[src/rtl/branch_resolver.sv]
// branch_resolver
//    Execute-side companion to the fetch-stage BTB. Every instruction fetch
//    issues is recorded in a small in-order queue together with the next-PC
//    that fetch predicted for it. When execute resolves the oldest
//    instruction, the real next-PC is compared against that prediction.
//    On a mismatch the resolver:
//       - pulses redirect with the correct PC;
//       - flushes the queue, because every younger entry is wrong-path;
//       - writes the BTB when the branch was taken.
//
// Parameters
//    DEPTH  in-flight queue entries (power of two, >= 2)
//    CNT_W  width of the saturating statistics counters
//
// Ports
//    clk, rst_n                                  clock, async active-low reset
//    fetch_valid, fetch_pc                       instruction issued by fetch
//    pred_hit, pred_target                       BTB lookup result for fetch_pc
//    exec_valid, exec_pc, exec_taken,
//       exec_target                              resolution of the oldest entry
//    stall_fetch                                 queue full, fetch must hold
//    redirect, redirect_pc                       one-cycle restart request
//    btb_load, btb_pc, btb_target                one-cycle BTB fill write
//    q_count                                     occupied queue entries
//    branch_count                                taken resolutions (saturating)
//    mispredict_count                            redirects issued (saturating)
//    proto_err                                   sticky protocol violation flag
module branch_resolver #(
   parameter int DEPTH = 4,
   parameter int CNT_W = 16
) (
   input  logic                     clk,
   input  logic                     rst_n,
   input  logic                     fetch_valid,
   input  logic [31:0]              fetch_pc,
   input  logic                     pred_hit,
   input  logic [31:0]              pred_target,
   input  logic                     exec_valid,
   input  logic [31:0]              exec_pc,
   input  logic                     exec_taken,
   input  logic [31:0]              exec_target,
   output logic                     stall_fetch,
   output logic                     redirect,
   output logic [31:0]              redirect_pc,
   output logic                     btb_load,
   output logic [31:0]              btb_pc,
   output logic [31:0]              btb_target,
   output logic [$clog2(DEPTH):0]   q_count,
   output logic [CNT_W-1:0]         branch_count,
   output logic [CNT_W-1:0]         mispredict_count,
   output logic                     proto_err
);

   localparam int AW = $clog2(DEPTH);
   localparam int QW = AW + 1;
   localparam logic [QW-1:0]    FULL_CNT = QW'(DEPTH);
   localparam logic [CNT_W-1:0] CNT_MAX  = '1;

   // Queue storage: no reset needed, occupancy is tracked by count_reg.
   logic [31:0]      pc_mem   [DEPTH];
   logic [31:0]      pred_mem [DEPTH];

   logic [AW-1:0]    wr_ptr_reg, rd_ptr_reg;
   logic [QW-1:0]    count_reg;
   logic             redirect_reg;
   logic [31:0]      redirect_pc_reg;
   logic             btb_load_reg;
   logic [31:0]      btb_pc_reg, btb_target_reg;
   logic [CNT_W-1:0] branch_cnt_reg, mispredict_cnt_reg;
   logic             proto_err_reg;

   logic             full, empty, fetch_live, pop, push, mispredict_now, err_now;
   logic [31:0]      head_pc, head_pred, fetch_pred, actual_next;

   always_comb begin
      full        = (count_reg == FULL_CNT);
      empty       = (count_reg == '0);
      head_pc     = pc_mem[rd_ptr_reg];
      head_pred   = pred_mem[rd_ptr_reg];
      fetch_pred  = pred_hit ? pred_target : fetch_pc + 32'd4;
      actual_next = exec_taken ? exec_target : exec_pc + 32'd4;
      // The cycle a redirect is visible, the fetch on the bus is wrong-path
      // and the queue is already empty, so both sides are ignored.
      fetch_live  = fetch_valid & ~redirect_reg;
      pop         = exec_valid & ~empty & ~redirect_reg;
      mispredict_now = pop & (actual_next != head_pred);
      // A full queue still accepts a push when the head leaves this cycle;
      // a push racing a mispredict is wrong-path and is dropped.
      push        = fetch_live & (~full | pop) & ~mispredict_now;
      err_now     = (exec_valid & empty & ~redirect_reg)
                  | (fetch_live & full & ~pop)
                  | (pop & (exec_pc != head_pc));
   end

   always_ff @(posedge clk) begin
      if (push) begin
         pc_mem[wr_ptr_reg]   <= fetch_pc;
         pred_mem[wr_ptr_reg] <= fetch_pred;
      end
   end

   always_ff @(posedge clk or negedge rst_n) begin
      if (!rst_n) begin
         wr_ptr_reg         <= '0;
         rd_ptr_reg         <= '0;
         count_reg          <= '0;
         redirect_reg       <= 1'b0;
         redirect_pc_reg    <= '0;
         btb_load_reg       <= 1'b0;
         btb_pc_reg         <= '0;
         btb_target_reg     <= '0;
         branch_cnt_reg     <= '0;
         mispredict_cnt_reg <= '0;
         proto_err_reg      <= 1'b0;
      end else begin
         if (mispredict_now) begin
            wr_ptr_reg <= '0;
            rd_ptr_reg <= '0;
            count_reg  <= '0;
         end else begin
            if (push) wr_ptr_reg <= wr_ptr_reg + AW'(1);
            if (pop)  rd_ptr_reg <= rd_ptr_reg + AW'(1);
            count_reg <= count_reg + QW'(push) - QW'(pop);
         end

         redirect_reg <= mispredict_now;
         if (mispredict_now) redirect_pc_reg <= actual_next;

         // Only a taken branch that fetch got wrong needs a BTB (re)write.
         btb_load_reg <= mispredict_now & exec_taken;
         if (mispredict_now && exec_taken) begin
            btb_pc_reg     <= exec_pc;
            btb_target_reg <= exec_target;
         end

         if (pop && exec_taken && branch_cnt_reg != CNT_MAX)
            branch_cnt_reg <= branch_cnt_reg + CNT_W'(1);
         if (mispredict_now && mispredict_cnt_reg != CNT_MAX)
            mispredict_cnt_reg <= mispredict_cnt_reg + CNT_W'(1);

         if (err_now) proto_err_reg <= 1'b1;
      end
   end

   assign stall_fetch      = full;
   assign redirect         = redirect_reg;
   assign redirect_pc      = redirect_pc_reg;
   assign btb_load         = btb_load_reg;
   assign btb_pc           = btb_pc_reg;
   assign btb_target       = btb_target_reg;
   assign q_count          = count_reg;
   assign branch_count     = branch_cnt_reg;
   assign mispredict_count = mispredict_cnt_reg;
   assign proto_err        = proto_err_reg;

endmodule

[config.mk]
export PLATFORM = sky130hd
export DESIGN_NAME = branch_resolver
export DESIGN_NICKNAME = d
export VERILOG_FILES = /design/src/rtl/branch_resolver.sv
export SDC_FILE = /design/constraint.sdc
export NUM_CORES = 1
export LEC_CHECK = 0
export ABC_CLOCK_PERIOD_IN_PS = 6100
export CAP_MARGIN = 20
export CORE_MARGIN = 5
export CORE_UTILIZATION = 30
export DETAILED_ROUTE_END_ITERATION = 7
export GPL_ROUTABILITY_DRIVEN = 0
export PLACE_DENSITY = 0.54
export SLEW_MARGIN = 20
export SYNTH_ARGS = -nofsm -noshare
export SYNTH_HDL_FRONTEND = slang
export SYNTH_SLANG_ARGS = --single-unit
[constraint.sdc]
create_clock -name clk -period 6.1 [get_ports clk]
set_input_delay 0.61 -clock clk [delete_from_list [all_inputs] [get_ports clk]]
set_output_delay 0.61 -clock clk [all_outputs]
set_load 0.005 [all_outputs]
; ---- Word level (Yosys, flattened, before mapping)
; Memory sizes are Yosys's and may differ from the RTL's.
; Index checks and enable logic that the tools add are counted.
[op_classes]
add_sub_neg = 8
n_eq_ne = 5
mux = 9
n_bitwise = 20
n_reduce_logical = 7
[ops]
columns = op, n
row1 = 32-bit by 3-bit adder with 32-bit output (second input constant), 2
row2 = 32-bit two-way mux, 2
row3 = 32-bit != test, 2
row4 = 16-bit by 1-bit adder with 16-bit output (second input constant), 2
row5 = 16-bit != test (second input constant), 2
row6 = 1-bit AND, 12
row7 = 2-bit two-way mux, 4
row8 = 1-bit NOT, 5
row9 = 2-bit by 1-bit adder with 2-bit output (second input constant), 2
row10 = 1-bit logical AND, 4
row11 = 2-bit nonzero test, 2
row12 = 3-bit by 1-bit adder with 3-bit output, 1
row13 = 3-bit equality test (second input constant), 1
row14 = 3-bit zero test, 1
row15 = 3-bit two-way mux, 1
row16 = 1-bit OR, 3
row17 = 3-bit by 1-bit subtractor with 3-bit output, 1
row18 = 1-bit two-way mux, 2
[word_totals]
register_bits = 138
ramBits = 256
in_bits = 134
out_inout_bits = 135
wordCells = 62
n_memories = 2
[memory_table]
columns = memory, words, word_bits, read_ports, rd_ports_with_merged_regs, write_ports, line
row1 = pc_mem, 4, 32, 1, 0, 1, 60  ; logic [31:0] pc_mem [DEPTH];
row2 = pred_mem, 4, 32, 1, 0, 1, 61  ; logic [31:0] pred_mem [DEPTH];

; ---- Depth between registers and ports, before layout
[depth]
word_depth = 10
ltp_mapped = 21
depth_no_buf = 18

; ---- Least setup slack after synthesis
; No wires, ideal clock.
[synth_timing]
path_type = input to register
start = input port exec_pc[11]
end = memory pc_mem[0][0] (enable)
setup_time_ns = 0.429
arrival_time_ns = 4.593
t_required_ns = 5.671
slack_ns = 1.078
path_stages = 12
path_buffers = 3
path_cell_list = buf_2 -> and4_1 -> buf_2 -> nand4_2 -> or4_4 -> a211o_1 -> and3_1 -> a2111oi_1 -> nand4_1 -> nand2_2 -> buf_4 -> and3_1
[synth_via]
elab_chain_cells = 8
[synth_lines]
columns = item, line
row1 = "start, declared", 39  ; input logic [31:0] exec_pc,
row2 = 32-bit by 3-bit adder with 32-bit output, 81  ; actual_next = exec_taken ? exec_target : exec_pc + 32'd4;
row3 = 32-bit two-way mux, 81
row4 = 32-bit != test, 86  ; mispredict_now = pop & (actual_next != head_pred);
row5 = 1-bit AND, 86
row6 = 1-bit NOT, 89  ; push = fetch_live & (~full | pop) & ~mispredict_now;
row7 = 1-bit AND, 89
row8 = 1-bit two-way mux, 96  ; if (push) begin
row9 = 1-bit two-way mux (implied by the code), 97  ; pc_mem[wr_ptr_reg] <= fetch_pc;
row10 = "end, declared", 60
; Every way passes these cells.

; ---- Worst setup path in the final report
[layout_timing]
start = input port exec_pc[3]
end = memory pc_mem[2][1] (enable)
; The elaborated chain is that of the path after synthesis.

==> impl_metrics.env <==
export IMPL_status="completed"
export IMPL_routed_via_density=4.99
export IMPL_first_pass_iters=5
export IMPL_p_per_area_mw_per_mm2=381
export IMPL_ys_seq_area_share_pct=62.0
export IMPL_netSwitchingPower_mw=2.46
export IMPL_grt_pass1_vias=11700
export IMPL_rsz0062_at_grt="no"
export IMPL_yosys_warnings=0
export IMPL_dieArea_mm2=0.0649
export IMPL_via_count=11600
export IMPL_drc=0
export IMPL_internal_power_mw=6.36
export IMPL_period_share_pct=78.5
export IMPL_start_util_pct=30.3
export IMPL_clk_pin_slew_ns=0.06
export IMPL_top_regs="pc_mem x128, pred_mem x128"
export IMPL_critPathBufInv=3
export IMPL_grt_usage_pct=15.9
export IMPL_synth_top_family_by_area="multiplexers"
export IMPL_setup_violations=0
export IMPL_yosys_area_share_simple_pct=9.11
export IMPL_grt_overflow=0
export IMPL_fillers=5558
export IMPL_p_leak_nw=8.16
export IMPL_crit_top_cell="buf_4"
export IMPL_p_seq_share_pct=42.9
export IMPL_hold_viol=0
export IMPL_synthArstFlopShare_pct=35.0
export IMPL_criticalPathCategory="input pin to flop"
export IMPL_synth_seq_cells=394
export IMPL_irDropWorstVdd_uv=193
export IMPL_synth_cell_types=61
export IMPL_post_cts_resized=0
export IMPL_cts_setup_buffers=0
export IMPL_wl_um=53500
export IMPL_synth_avg_cell_area_um2=14.6
export IMPL_synth_top_flop_cell="edfxtp_1"
export IMPL_synth_compound_area_share_pct=3.88
export IMPL_antenna_found_initial=0
export IMPL_fmax_mhz=209
export IMPL_pwr_share_comb_pct=25.9
export IMPL_cp_cell_sequence="clkdlybuf4s50_1 > ha_1 > and4_1 > nand4_2 > nor4_1 > xnor3_1 > o221ai_1 > a2111oi_1 > nand4_1 > nand2_2 > buf_4 > and3_2 > buf_4"
export IMPL_die_h_um=255
export IMPL_fin_crit_ns=4.79
export IMPL_synth_edf_count=256
export IMPL_max_stage_delay_ns=0.66
export IMPL_cts_sinks=394
export IMPL_fin_total_pwr_mw=8.81
export IMPL_rows=89
export IMPL_ios=269
export IMPL_slew_headroom_pct=31.5
export IMPL_cp_max_fo=35
export IMPL_synthesis_nets=1376
export IMPL_area_growth_pct=28.7
export IMPL_grt_max_degree=88
export IMPL_drv_cap=0
export IMPL_synth_fa_ha_area_share_pct=0.807
export IMPL_fin_nets=1656
export IMPL_worstPathArrival_ns=5.01
export IMPL_cts_max_level=2
export IMPL_routedWlPerCell_um=23.0
export IMPL_port_buffers=268
export IMPL_start_kind="input pin"
export IMPL_cts_tree="yes"
export IMPL_drt_initial_drc_count=861
export IMPL_root_buffer="clkbuf_16"
export IMPL_reg2reg_setup_slack_ns=1.41
export IMPL_die_x_um=255
export IMPL_switching_share_pct=27.9
export IMPL_syn_inst=1231
export IMPL_grt_pass1_wl_um=77500
export IMPL_hp_class="input pin to async pin"
export IMPL_critical_path_slowest_cell="clkdlybuf4s50_1"
export IMPL_dp_hpwl_um=39600
export IMPL_ctsHoldBuffers=0
export IMPL_fin_tns_setup_ns=0
export IMPL_cp_end_kind="flop"
export IMPL_tightestPinTransition_ns=1.03
export IMPL_netlist_area_mm2=0.0180
export IMPL_power_frac_clock_pct=31.3
export IMPL_antenna_left=0
export IMPL_core_mm2=0.0592
export IMPL_crit_family="simple AND/OR/NAND/NOR gates"
export IMPL_cts_made_buffers=44
export IMPL_synthMuxAreaShare_pct=14.6
export IMPL_insertion_delay_ns=0.59
export IMPL_skew_ns=0.0272
export IMPL_drive_above_1_share_pct=13.5
export IMPL_yosys_area_share_xor_xnor_pct=7.20
export IMPL_slew_violations=0
export IMPL_cts_buffer_depth=3
export IMPL_critPathRequiredTime_ns=6.32
==> stage by stage <==
step	instances	setup WS, ns	cell area (um2)	hold WS (ns)	utilization, %
global route	2320	1.05	23100	0.167	39.0
CTS	2320	1.27	23100	0.126	39.0
finish	2322	1.31	23100	0.108	39.0
detailed placement	2238	0.676	21600	0.456	36.5
floorplan	1231	1.08	18000	0.314	-
global placement	2238	0.771	21600	0.446	36.5
==> worst reg2reg max path: stages (launching register included) <==
cell and delay, ns:
dfrtp_4 0.76, buf_12 0.30, mux4_2 0.62, xnor2_1 0.19, a21oi_1 0.09, or4_1 0.45
nor4_1 0.37, nand4_1 0.25, nand2_2 0.13, buf_4 0.44, and3_2 0.33, buf_4 0.40
==> layout by cell type, fill, tap and decap left out, types with 24 or more instances in the layout <==
cell type / instances
clkbuf_16: 44
nand2_1: 84
xnor2_1: 89
buf_4: 24
clkdlybuf4s50_1: 265
nor2_1: 34
edfxtp_1: 256
mux2_1: 70
mux4_2: 64
nand3_1: 38
o21ai_0: 46
xor2_1: 51
dfrtp_1: 136
nand4_1: 38
inv_1: 30
==> final cells by class <==
cell class	instances	area (um2)	share of cell area, %
diodes	2	5.00	0.0216
clock inverters	24	319	1.38
well taps	773	967	4.18
inverters	30	113	0.487
clock buffers	58	1190	5.16
repair buffers	298	2970	12.9
flip-flops and latches	394	11100	48.2
multi-input cells	743	6410	27.7
==> cell usage after synthesis (3+ instances only) <==
master | n | area [um2]
a211o_1 | 3 | 26.3
nand4_2 | 3 | 37.5
or3_1 | 5 | 31.3
a211oi_1 | 3 | 22.5
nor2_1 | 34 | 128
o21ai_0 | 46 | 230
xnor2_1 | 89 | 780
o221ai_1 | 3 | 26.3
or4_1 | 5 | 37.5
clkbuf_1 | 28 | 105
nand4_1 | 38 | 238
and4_1 | 7 | 61.3
nand3_1 | 39 | 195
nor3_1 | 16 | 80.1
buf_6 | 6 | 67.6
nand2b_1 | 7 | 43.8
and2_1 | 9 | 56.3
buf_2 | 19 | 95.1
nand2_1 | 84 | 315
a31oi_1 | 7 | 43.8
a21oi_1 | 17 | 85.1
ha_1 | 10 | 125
xor2_1 | 51 | 447
o31a_1 | 4 | 35.0
buf_4 | 6 | 45.0
and3_1 | 27 | 169
inv_1 | 30 | 113
nor4_1 | 19 | 119
mux4_2 | 64 | 1440
buf_1 | 5 | 18.8
edfxtp_1 | 256 | 7690
mux2_1 | 70 | 788
dfrtp_1 | 138 | 3450
o31ai_1 | 8 | 60.1
mux2i_1 | 14 | 140
mux2_2 | 22 | 248
nor3b_1 | 4 | 30.0
xnor3_1 | 3 | 67.6
==> cells by family (layout without fill, tap and decap cells) <==
| group | Yosys count | after routing |
|---|---|---|
| compound gates | 110 | 110 |
| simple gates | 309 | 309 |
| mux | 170 | 170 |
| xor+xnor | 143 | 143 |
| fa+ha+maj | 11 | 11 |
| flops | 394 | 394 |
| buf+inv | 94 | 410 |
| other cells | 0 | 2 |
==> layer usage <==
layer	track usage (%)	wire, um
met1	23.1	24400
met2	24.2	23900
met3	3.78	3890
met4	4.29	1260
met5	0	0
==> path summary, 6_finish.rpt <==
kind,start,depth (start not counted),end
min in group clk,proto_err$_DFFE_PN0P_,1,proto_err$_DFFE_PN0P_
setup reg to reg,rd_ptr_reg[0]$_DFFE_PN0P_,11,pc_mem[2][1]$_DFFE_PP_
max in group asynchronous,rst_n,2,redirect_pc[20]$_DFFE_PN0N_
setup / recovery,exec_pc[3],13,pc_mem[2][1]$_DFFE_PP_
hold reg to reg,proto_err$_DFFE_PN0P_,1,proto_err$_DFFE_PN0P_
hold / removal,rst_n,1,mispredict_count[6]$_DFFE_PN0P_
==> power groups by stage <==
stage	clock (mW)	combinational, mW	sequential [mW]
global placement	0	2.31	3.81
CTS	2.83	2.32	3.79
finish	2.76	2.28	3.78
global route	2.95	2.46	3.85
detailed placement	0	2.32	3.84
floorplan	0	0.938	3.82
(Power assumes the default switching activity.)
